`config.mk`:
```
export PLATFORM = sky130hd
export DESIGN_NAME = fwd_scoreboard
export DESIGN_NICKNAME = d
export VERILOG_FILES = /design/src/rtl/fwd_pkg.sv /design/src/rtl/fwd_match.sv /design/src/rtl/fwd_scoreboard.sv
export SDC_FILE = /design/constraint.sdc
export NUM_CORES = 1
export LEC_CHECK = 0
export BUFFER_PORTS_ARGS = -buffer_cell sky130_fd_sc_hd__buf_2
export CORE_UTILIZATION = 53
export DETAILED_ROUTE_END_ITERATION = 7
export PLACE_DENSITY = 0.82
export RECOVER_POWER = 25
export SYNTH_ARGS = -nofsm -noshare
export SYNTH_HDL_FRONTEND = slang
export SYNTH_SLANG_ARGS = --single-unit
```
`constraint.sdc`:
```
create_clock -name clk_i -period 2.7 [get_ports clk_i]
set_input_delay 0.54 -clock clk_i [delete_from_list [all_inputs] [get_ports clk_i]]
set_output_delay 0.54 -clock clk_i [all_outputs]
set_load 0.05 [all_outputs]
```
`src/rtl/fwd_pkg.sv`:
```
// ============================================================================
// Module  : fwd_pkg
// Brief   : Shared forward-select codes and scoreboard entry type.
// Revision: 1.0
// ============================================================================
`default_nettype none

package fwd_pkg;

  localparam int FWD_SEL_RF  = 0;
  localparam int FWD_SEL_MEM = 1;
  localparam int FWD_SEL_WB  = 2;

  // Widest supported register address; narrower addresses are zero-extended.
  localparam int FWD_RD_MAXW = 8;

  typedef struct packed {
    logic                   valid;
    logic [FWD_RD_MAXW-1:0] rd;
    logic                   is_load;
  } sb_entry_t;

endpackage

`default_nettype wire

```
`src/rtl/fwd_match.sv`:
```
// ============================================================================
// Module  : fwd_match
// Brief   : Youngest-match priority encoder of one source against the
//           forwardable scoreboard entries; returns {hit, sel, is_load}.
// Revision: 1.0
// ============================================================================
`default_nettype none

module fwd_match
  import fwd_pkg::*;
#(
  parameter int REG_AW  = 5,
  parameter int NUM_ENT = 2,
  parameter int SEL_W   = 2
) (
  input  sb_entry_t [NUM_ENT-1:0] ent_i,
  input  logic [REG_AW-1:0]       src_i,
  input  logic                    used_i,
  output logic                    hit_o,
  output logic [SEL_W-1:0]        sel_o,
  output logic                    is_load_o
);

  // Scan oldest to youngest so the youngest match is written last.
  always_comb begin
    hit_o     = 1'b0;
    sel_o     = '0;
    is_load_o = 1'b0;
    if (used_i && (src_i != '0)) begin
      for (int i = NUM_ENT - 1; i >= 0; i--) begin
        if (ent_i[i].valid && (ent_i[i].rd == FWD_RD_MAXW'(src_i))) begin
          hit_o     = 1'b1;
          sel_o     = SEL_W'(i + 1);
          is_load_o = ent_i[i].is_load;
        end
      end
    end
  end

endmodule

`default_nettype wire

```
`src/rtl/fwd_scoreboard.sv`:
```
// ============================================================================
// Module  : fwd_scoreboard
// Brief   : Operand-forwarding and load-use hazard unit between ID and EX.
//           Optional stall statistics counter enabled by FWD_STATS_EN.
// Revision: 1.0
// ============================================================================
`default_nettype none

module fwd_scoreboard
  import fwd_pkg::*;
#(
  parameter int REG_AW   = 5,
  parameter int NUM_SRC  = 2,
  parameter int DEPTH    = 3,
  parameter int LOAD_STG = 2,
  localparam int SEL_W   = $clog2(DEPTH)
) (
  input  logic                      clk_i,
  input  logic                      rst_n_i,
  input  logic                      pipe_en_i,
  input  logic                      flush_i,
  input  logic                      id_valid_i,
  input  logic                      id_we_i,
  input  logic                      id_is_load_i,
  input  logic [REG_AW-1:0]         id_rd_i,
  input  logic [NUM_SRC*REG_AW-1:0] id_src_i,
  input  logic [NUM_SRC-1:0]        id_src_used_i,
  output logic                      stall_o,
  output logic [NUM_SRC*SEL_W-1:0]  fwd_sel_o
`ifdef FWD_STATS_EN
  ,
  output logic [15:0]               stall_count_o
`endif
);

  sb_entry_t [DEPTH-1:0]      sb_q, sb_d;
  logic [NUM_SRC*SEL_W-1:0]   fwd_sel_q, fwd_sel_d;
  logic [NUM_SRC*SEL_W-1:0]   w_cand_sel;
  logic [NUM_SRC-1:0]         w_hit, w_is_load, w_hazard;

  generate
    for (genvar k = 0; k < NUM_SRC; k++) begin : g_src
      fwd_match #(
        .REG_AW  (REG_AW),
        .NUM_ENT (DEPTH - 1),
        .SEL_W   (SEL_W)
      ) u_match (
        .ent_i     (sb_q[DEPTH-2:0]),
        .src_i     (id_src_i[k*REG_AW +: REG_AW]),
        .used_i    (id_src_used_i[k]),
        .hit_o     (w_hit[k]),
        .sel_o     (w_cand_sel[k*SEL_W +: SEL_W]),
        .is_load_o (w_is_load[k])
      );
      // Load data not yet available at the stage the consumer would read it.
      assign w_hazard[k] = w_hit[k] & w_is_load[k] &
                           (32'(w_cand_sel[k*SEL_W +: SEL_W]) < LOAD_STG);
    end
  endgenerate

  assign stall_o   = id_valid_i & ~flush_i & (|w_hazard);
  assign fwd_sel_o = fwd_sel_q;

  always_comb begin
    sb_d      = sb_q;
    fwd_sel_d = fwd_sel_q;
    if (pipe_en_i) begin
      for (int i = DEPTH - 1; i >= 1; i--) begin
        sb_d[i] = sb_q[i-1];
      end
      if (flush_i || stall_o) begin
        sb_d[0]   = '0;
        fwd_sel_d = '0;
      end else begin
        sb_d[0].valid   = id_valid_i & id_we_i & (id_rd_i != '0);
        sb_d[0].rd      = FWD_RD_MAXW'(id_rd_i);
        sb_d[0].is_load = id_is_load_i;
        fwd_sel_d       = w_cand_sel;
      end
    end
  end

  always_ff @(posedge clk_i) begin
    if (!rst_n_i) begin
      sb_q      <= '0;
      fwd_sel_q <= '0;
    end else begin
      sb_q      <= sb_d;
      fwd_sel_q <= fwd_sel_d;
    end
  end

`ifdef FWD_STATS_EN
  logic [15:0] stall_count_q;

  always_ff @(posedge clk_i) begin
    if (!rst_n_i) begin
      stall_count_q <= '0;
    end else if (pipe_en_i && stall_o && (stall_count_q != 16'hFFFF)) begin
      stall_count_q <= stall_count_q + 16'd1;
    end
  end

  assign stall_count_o = stall_count_q;
`endif

endmodule

`default_nettype wire

```
After elaboration in Yosys (flattened, before gate mapping). Cells that the tools add are included.

Input port bits: 24. Output and inout bits: 5. Bits in registers: 24.

Bitwise gates (word level): 9. Mux-type cells: 20. Reduce and logical (&&, ||, !) cells: 11. Eq/ne operators: 4. $lt $le $gt $ge: 2.

Operators by type and width (number): equality test 8 x 5 -> 1 bit (4); nonzero test 5 bit (3); 2-to-1 mux 1 bit (12); 2-to-1 mux 2 bit (6); 2-to-1 mux 10 bit (1); bitwise AND 1 bit (8); logical AND 1 bit (6); less-than comparator 2 bit, second input constant (2); 2-to-1 mux 4 bit (1); OR reduction 2 bit (1); logical OR 1 bit (1); NOT 1 bit (1).

Logic depth before layout (Yosys ltp).
Word-level depth: 11. Depth in mapped cells: 5. Mapped depth without buffers: 5.

Hierarchy. Synthesis repeated with hierarchy kept, for this count alone.

Cells, all modules: 108. Area total of the unflattened synthesis: 1081.0 um^2.

Modules (own cells, without submodules): fwd_scoreboard (area an instance 695.7 um^2, sequential area each 360.3 um^2, cells each 60, instances 1); fwd_match (area an instance 192.7 um^2, sequential area each 0.0 um^2, cells each 24, instances 2).

Worst setup path before layout. No wires, ideal clock.

Path kind: input -> output. Start point: input id_src_i[3]. End point: output stall_o. Slack: 0.510 ns. Cell stages on the path: 4. Data arrival time: 1.650 ns. Data required time: 2.160 ns. Cell sequence: xor2_1 > nor4_2 > nand4b_2 > a21oi_4.

Word-level cells in the longest chain between the ends: 9. Elaborated cells on any way between the ends: 20. Classes of those cells: order compare: 1; eq/ne: 2; mux: 9; bitwise: 3; reduce/logical: 5.

Ends and longest elaborated chain: start: declaration (line fwd_scoreboard.sv:26) `input logic [NUM_SRC*REG_AW-1:0] id_src_i,`; equality test 8 x 5 -> 1 bit (line fwd_match.sv:31) `if (ent_i[i].valid && (ent_i[i].rd == FWD_RD_MAXW'(src_i))) begin`; logical AND 1 bit (line fwd_match.sv:31); 2-to-1 mux 2 bit or 2-to-1 mux 1 bit (tied branches) (2 in a row) (line fwd_match.sv:31); 2-to-1 mux 2 bit or 2-to-1 mux 1 bit (tied branches) (line fwd_match.sv:29) `if (used_i && (src_i != '0)) begin`; less-than comparator 2 bit or bitwise AND 1 bit (tied branches) (line fwd_scoreboard.sv:57, fwd_scoreboard.sv:56); bitwise AND 1 bit * (line fwd_scoreboard.sv:56) `assign w_hazard[k] = w_hit[k] & w_is_load[k] &`; OR reduction 2 bit * (line fwd_scoreboard.sv:61) `assign stall_o = id_valid_i & ~flush_i & (|w_hazard);`; bitwise AND 1 bit * (line fwd_scoreboard.sv:61); end: declaration (line fwd_scoreboard.sv:28) `output logic stall_o,`.

Every way passes the cells marked *; elsewhere a longest branch is shown, timed or not.

Worst setup path in the final report.
Start point: register sb_q[4] (netlist bit). End point: output stall_o.

Word-level cells in the longest chain between the ends: 8. Elaborated cells on any way between the ends: 24. Classes of those cells: order compare: 2; eq/ne: 2; mux: 12; bitwise: 5; reduce/logical: 3.

Ends and longest elaborated chain: start: declaration (line fwd_scoreboard.sv:36) `sb_entry_t [DEPTH-1:0] sb_q, sb_d;`; start signal: assignment (line fwd_scoreboard.sv:85) `sb_q <= '0;`; start signal: assignment (line fwd_scoreboard.sv:88) `sb_q <= sb_d;`; equality test 8 x 5 -> 1 bit (line fwd_match.sv:31); logical AND 1 bit (line fwd_match.sv:31); 2-to-1 mux 2 bit or 2-to-1 mux 1 bit (tied branches) (line fwd_match.sv:31); 2-to-1 mux 2 bit or 2-to-1 mux 1 bit (tied branches) (line fwd_match.sv:29); less-than comparator 2 bit or bitwise AND 1 bit (tied branches) (line fwd_scoreboard.sv:57, fwd_scoreboard.sv:56); bitwise AND 1 bit (line fwd_scoreboard.sv:56); OR reduction 2 bit * (line fwd_scoreboard.sv:61); bitwise AND 1 bit * (line fwd_scoreboard.sv:61).

Marks and branches as above.

==> flow_results.xml <==
<?xml version="1.0" encoding="UTF-8"?>
<metrics>
  <group name="outcome">
    <metric name="run_status" unit="">finished clean</metric>
  </group>
  <group name="power">
    <metric name="p_sw" unit="uW">121</metric>
    <metric name="switching_share" unit="">0.257</metric>
    <metric name="intPower" unit="uW">349</metric>
    <metric name="report.power.total" unit="uW">470</metric>
    <metric name="pwr-share-comb" unit="">0.158</metric>
    <metric name="p_seq_frac" unit="">0.560</metric>
    <metric name="max-vdd-ir-drop" unit="uV">250</metric>
    <metric name="p_clk_frac" unit="">0.281</metric>
    <metric name="power.leakage" unit="nW">0.507</metric>
    <metric name="powerDensity" unit="nW/um^2">408</metric>
  </group>
  <group name="placement">
    <metric name="port_buffers" unit="">28</metric>
    <metric name="hpwl" unit="um">1590</metric>
    <metric name="placed_cell_area" unit="sq um">1130</metric>
    <metric name="globalplace.congestion" unit="">0.794</metric>
  </group>
  <group name="clock_network">
    <metric name="htree_levels" unit="">1</metric>
    <metric name="cts_sinks" unit="">17</metric>
    <metric name="cts.path.max_buffers" unit="">2</metric>
    <metric name="tritoncts_clock_tree" unit="">done</metric>
    <metric name="post-cts-setup-buffers" unit="">0</metric>
    <metric name="ctsResizeCount" unit="">0</metric>
    <metric name="cts-buffers-inserted" unit="">3</metric>
    <metric name="clockRootBuffer" unit="">sky130_fd_sc_hd__clkbuf_4</metric>
    <metric name="clkSlewWorstSetupHoldPaths" unit="ns">0.09</metric>
    <metric name="hold_buf_cts" unit="">0</metric>
    <metric name="worst_skew_pair.late_latency" unit="ns">0.29</metric>
  </group>
  <group name="cells_and_area">
    <metric name="antenna_cells_inserted" unit="">0</metric>
    <metric name="flow.area_growth_from_synthesis" unit="%">18.5</metric>
    <metric name="final-seq-area" unit="sq um">340</metric>
    <metric name="fin_area" unit="sq um">1150</metric>
    <metric name="multiInputGateArea" unit="sq um">609</metric>
    <metric name="layout-drive-gt1-share" unit="">0.268</metric>
    <metric name="n_fill_cell" unit="">153</metric>
    <metric name="most_common_cell_after_layout_fill_and_taps_aside" unit="">sky130_fd_sc_hd__buf_2</metric>
    <metric name="mostFrequentLayoutCells" unit="">27 x sky130_fd_sc_hd__buf_2, 17 x sky130_fd_sc_hd__nand2_1, 17 x sky130_fd_sc_hd__dfxtp_1</metric>
    <metric name="fin_nets" unit="">163</metric>
  </group>
  <group name="synthesis">
    <metric name="syn_inst" unit="">110</metric>
    <metric name="synth.yosys.warnings" unit="">0</metric>
    <metric name="ys_ff_latch" unit="">17</metric>
    <metric name="seq_area_frac_synth" unit="">0.350</metric>
    <metric name="synth_fp_nets" unit="">134</metric>
    <metric name="post_synth.cell_area_avg" unit="sq um">8.85</metric>
    <metric name="mappedNetlistArea" unit="sq um">973</metric>
    <metric name="unique_cell_type_count_in_the_yosys_netlist" unit="">26</metric>
  </group>
  <group name="drt">
    <metric name="antenna_violating_nets_post_route" unit="">0</metric>
    <metric name="drtPass1Iterations" unit="">4</metric>
    <metric name="avgViaCountPerCell" unit="">5.25</metric>
    <metric name="post_route_drc_violation_count" unit="">0</metric>
    <metric name="vias" unit="">856</metric>
    <metric name="drt_first_iter_violations" unit="">12</metric>
    <metric name="drt-wirelength-per-cell" unit="um">12.3</metric>
    <metric name="routed_wl" unit="um">2010</metric>
  </group>
  <group name="timing">
    <metric name="setup-tns-final" unit="ns">0</metric>
    <metric name="worst_hold_slack" unit="ns">0.448</metric>
    <metric name="finalCritPeriodShare" unit="">0.950</metric>
    <metric name="timing_max_transition_violations_final" unit="">0</metric>
    <metric name="period_minus_slack" unit="ns">2.56</metric>
    <metric name="slew-limit-headroom" unit="">0.596</metric>
    <metric name="fin_skew" unit="ns">0.00115</metric>
    <metric name="grt_setup_unrepaired" unit="">no</metric>
    <metric name="final-hold-violation-count" unit="">0</metric>
    <metric name="timing.final.setup_violations" unit="">0</metric>
    <metric name="fmax" unit="MHz">390</metric>
    <metric name="worstMarginPinSlew" unit="ns">0.606</metric>
  </group>
  <group name="worst_setup_path">
    <metric name="timing.critical_path.arrival" unit="ns">2.02</metric>
    <metric name="critical_path.slowest_cell" unit="">sky130_fd_sc_hd__dfxtp_1</metric>
    <metric name="critical_path.endpoint_type" unit="">output port</metric>
    <metric name="timing.critical_path.cells" unit="">xor2_1, nor4_2, nand4b_2, a21oi_4, buf_2</metric>
    <metric name="critical_path.max_stage_delay" unit="ns">0.37</metric>
    <metric name="critical_path_maximum_fanout" unit="">10</metric>
    <metric name="crit_path_start" unit="">sb_q[4]</metric>
    <metric name="setup.worst_path.class" unit="">reg -&gt; out</metric>
    <metric name="cp-start-kind" unit="">flip-flop</metric>
    <metric name="r2r_start" unit="">sb_q[4]</metric>
    <metric name="required" unit="ns">2.16</metric>
  </group>
  <group name="die">
    <metric name="die_width" unit="um">44.9</metric>
    <metric name="floorplan.io_pins" unit="">29</metric>
    <metric name="rows" unit="">15</metric>
    <metric name="start_util" unit="">0.564</metric>
    <metric name="die_y" unit="um">44.9</metric>
    <metric name="coreArea" unit="sq um">1730</metric>
    <metric name="total_die_area" unit="sq um">2010</metric>
  </group>
  <group name="grt">
    <metric name="grt_pass1_vias" unit="">797</metric>
    <metric name="grtUsageTotal" unit="">0.225</metric>
    <metric name="top_usage_layer" unit="">met2</metric>
    <metric name="pin_count_of_the_biggest_net_entering_global_routing" unit="">12</metric>
    <metric name="overflow" unit="">0</metric>
    <metric name="global_route.usage.met2" unit="">0.385</metric>
    <metric name="grtUsageMet1" unit="">0.290</metric>
    <metric name="antenna_found_initial" unit="">0</metric>
    <metric name="met3_usage" unit="">0.0480</metric>
    <metric name="grt_pass1_wl" unit="um">3330</metric>
  </group>
  <group name="job">
    <metric name="max_cap_violations" unit="">0</metric>
  </group>
  <group name="hold_path">
    <metric name="timing.hold.worst.start" unit="">fwd_sel_o[3]</metric>
    <metric name="hold_class" unit="">reg -&gt; reg</metric>
  </group>
</metrics>
## metal layers
layer	wire (um)	vias up
met4	21	0
met3	102	4
met2	940	27
met1	948	394
li1	-	431
met5	0	-
## final cells by class
class                           count  share of cell area
Multi-Input combinational cell     87               0.528
Sequential cell                    17               0.295
Timing Repair Buffer               28               0.120
Tap cell                           25              0.0271
Clock buffer                        4              0.0228
Inverter                            2             0.00651
## logic make-up after synthesis
group | synth area share
compound gates | 0.0938
xor+xnor | 0.180
buf+inv | 0.0244
flops | 0.350
mux | 0.0617
simple gates | 0.290
## final timing paths
path | endpoint | cells after the start | slack, ns
worst max-delay path | stall_o | 5 | 0.14
worst min-delay path | fwd_sel_o[3] | 2 | 0.45
worst max register to register | sb_q[4] | 5 | 1.06
worst min register to register | fwd_sel_o[3] | 2 | 0.45
## worst max-delay path, delay by kind of cell (launching register included)
| family | cells | cell delay (ns) |
|---|---|---|
| AOI/OAI and AO/OA | 1 | 0.31 |
| buffers and inverters | 1 | 0.33 |
| xor gates and xnor gates | 1 | 0.18 |
| DFF | 1 | 0.37 |
| and+or+nand+nor | 2 | 0.55 |
## power by group through the flow
stage	clock network (mW)	registers (mW)	logic (mW)
3_3_place_gp	0	0.269	0.0721
2_1_floorplan	0	0.267	0.0457
5_1_grt	0.147	0.264	0.0820
6_report	0.132	0.264	0.0745
4_1_cts	0.136	0.264	0.0747
3_5_place_dp	0	0.269	0.0742
## flip-flops by register name, summed over array words and instances, names as in the netlist
register	cells
fwd_sel_o	4
sb_q	13
## stage by stage
| step | worst slack (ns) | std cells | utilization |
|---|---|---|---|
| after global placement | 0.190 | 159 | 0.654 |
| after CTS | 0.135 | 163 | 0.669 |
| after global routing | 0.0301 | 163 | 0.668 |
| after detailed placement | 0.177 | 159 | 0.654 |
| final | 0.136 | 163 | 0.668 |
| after floorplan | 0.510 | 110 | - |
## cells in the mapped netlist
cell,n,area share
sky130_fd_sc_hd__o21ai_2,2,0.018
sky130_fd_sc_hd__xor2_1,12,0.11
sky130_fd_sc_hd__clkbuf_1,2,0.0077
sky130_fd_sc_hd__nand4b_2,2,0.031
sky130_fd_sc_hd__nor3_1,1,0.0051
sky130_fd_sc_hd__buf_2,1,0.0051
sky130_fd_sc_hd__a21oi_4,1,0.017
sky130_fd_sc_hd__mux2i_1,6,0.062
sky130_fd_sc_hd__nor4_2,1,0.013
sky130_fd_sc_hd__nand3b_1,1,0.0077
sky130_fd_sc_hd__nor4_1,2,0.013
sky130_fd_sc_hd__nor4_4,1,0.022
sky130_fd_sc_hd__o21ai_1,9,0.046
sky130_fd_sc_hd__nor2_1,1,0.0039
sky130_fd_sc_hd__or4_1,2,0.015
sky130_fd_sc_hd__nand3_1,6,0.031
sky130_fd_sc_hd__and2_1,3,0.019
sky130_fd_sc_hd__o22ai_1,2,0.013
sky130_fd_sc_hd__xnor2_1,8,0.072
sky130_fd_sc_hd__nand2_1,17,0.066
sky130_fd_sc_hd__buf_1,1,0.0039
sky130_fd_sc_hd__and3_1,1,0.0064
sky130_fd_sc_hd__inv_1,2,0.0077
sky130_fd_sc_hd__dfxtp_1,17,0.35
sky130_fd_sc_hd__nand4_1,1,0.0064
sky130_fd_sc_hd__nor2b_1,8,0.051
No activity file was read; power rests on OpenSTA's default activity.
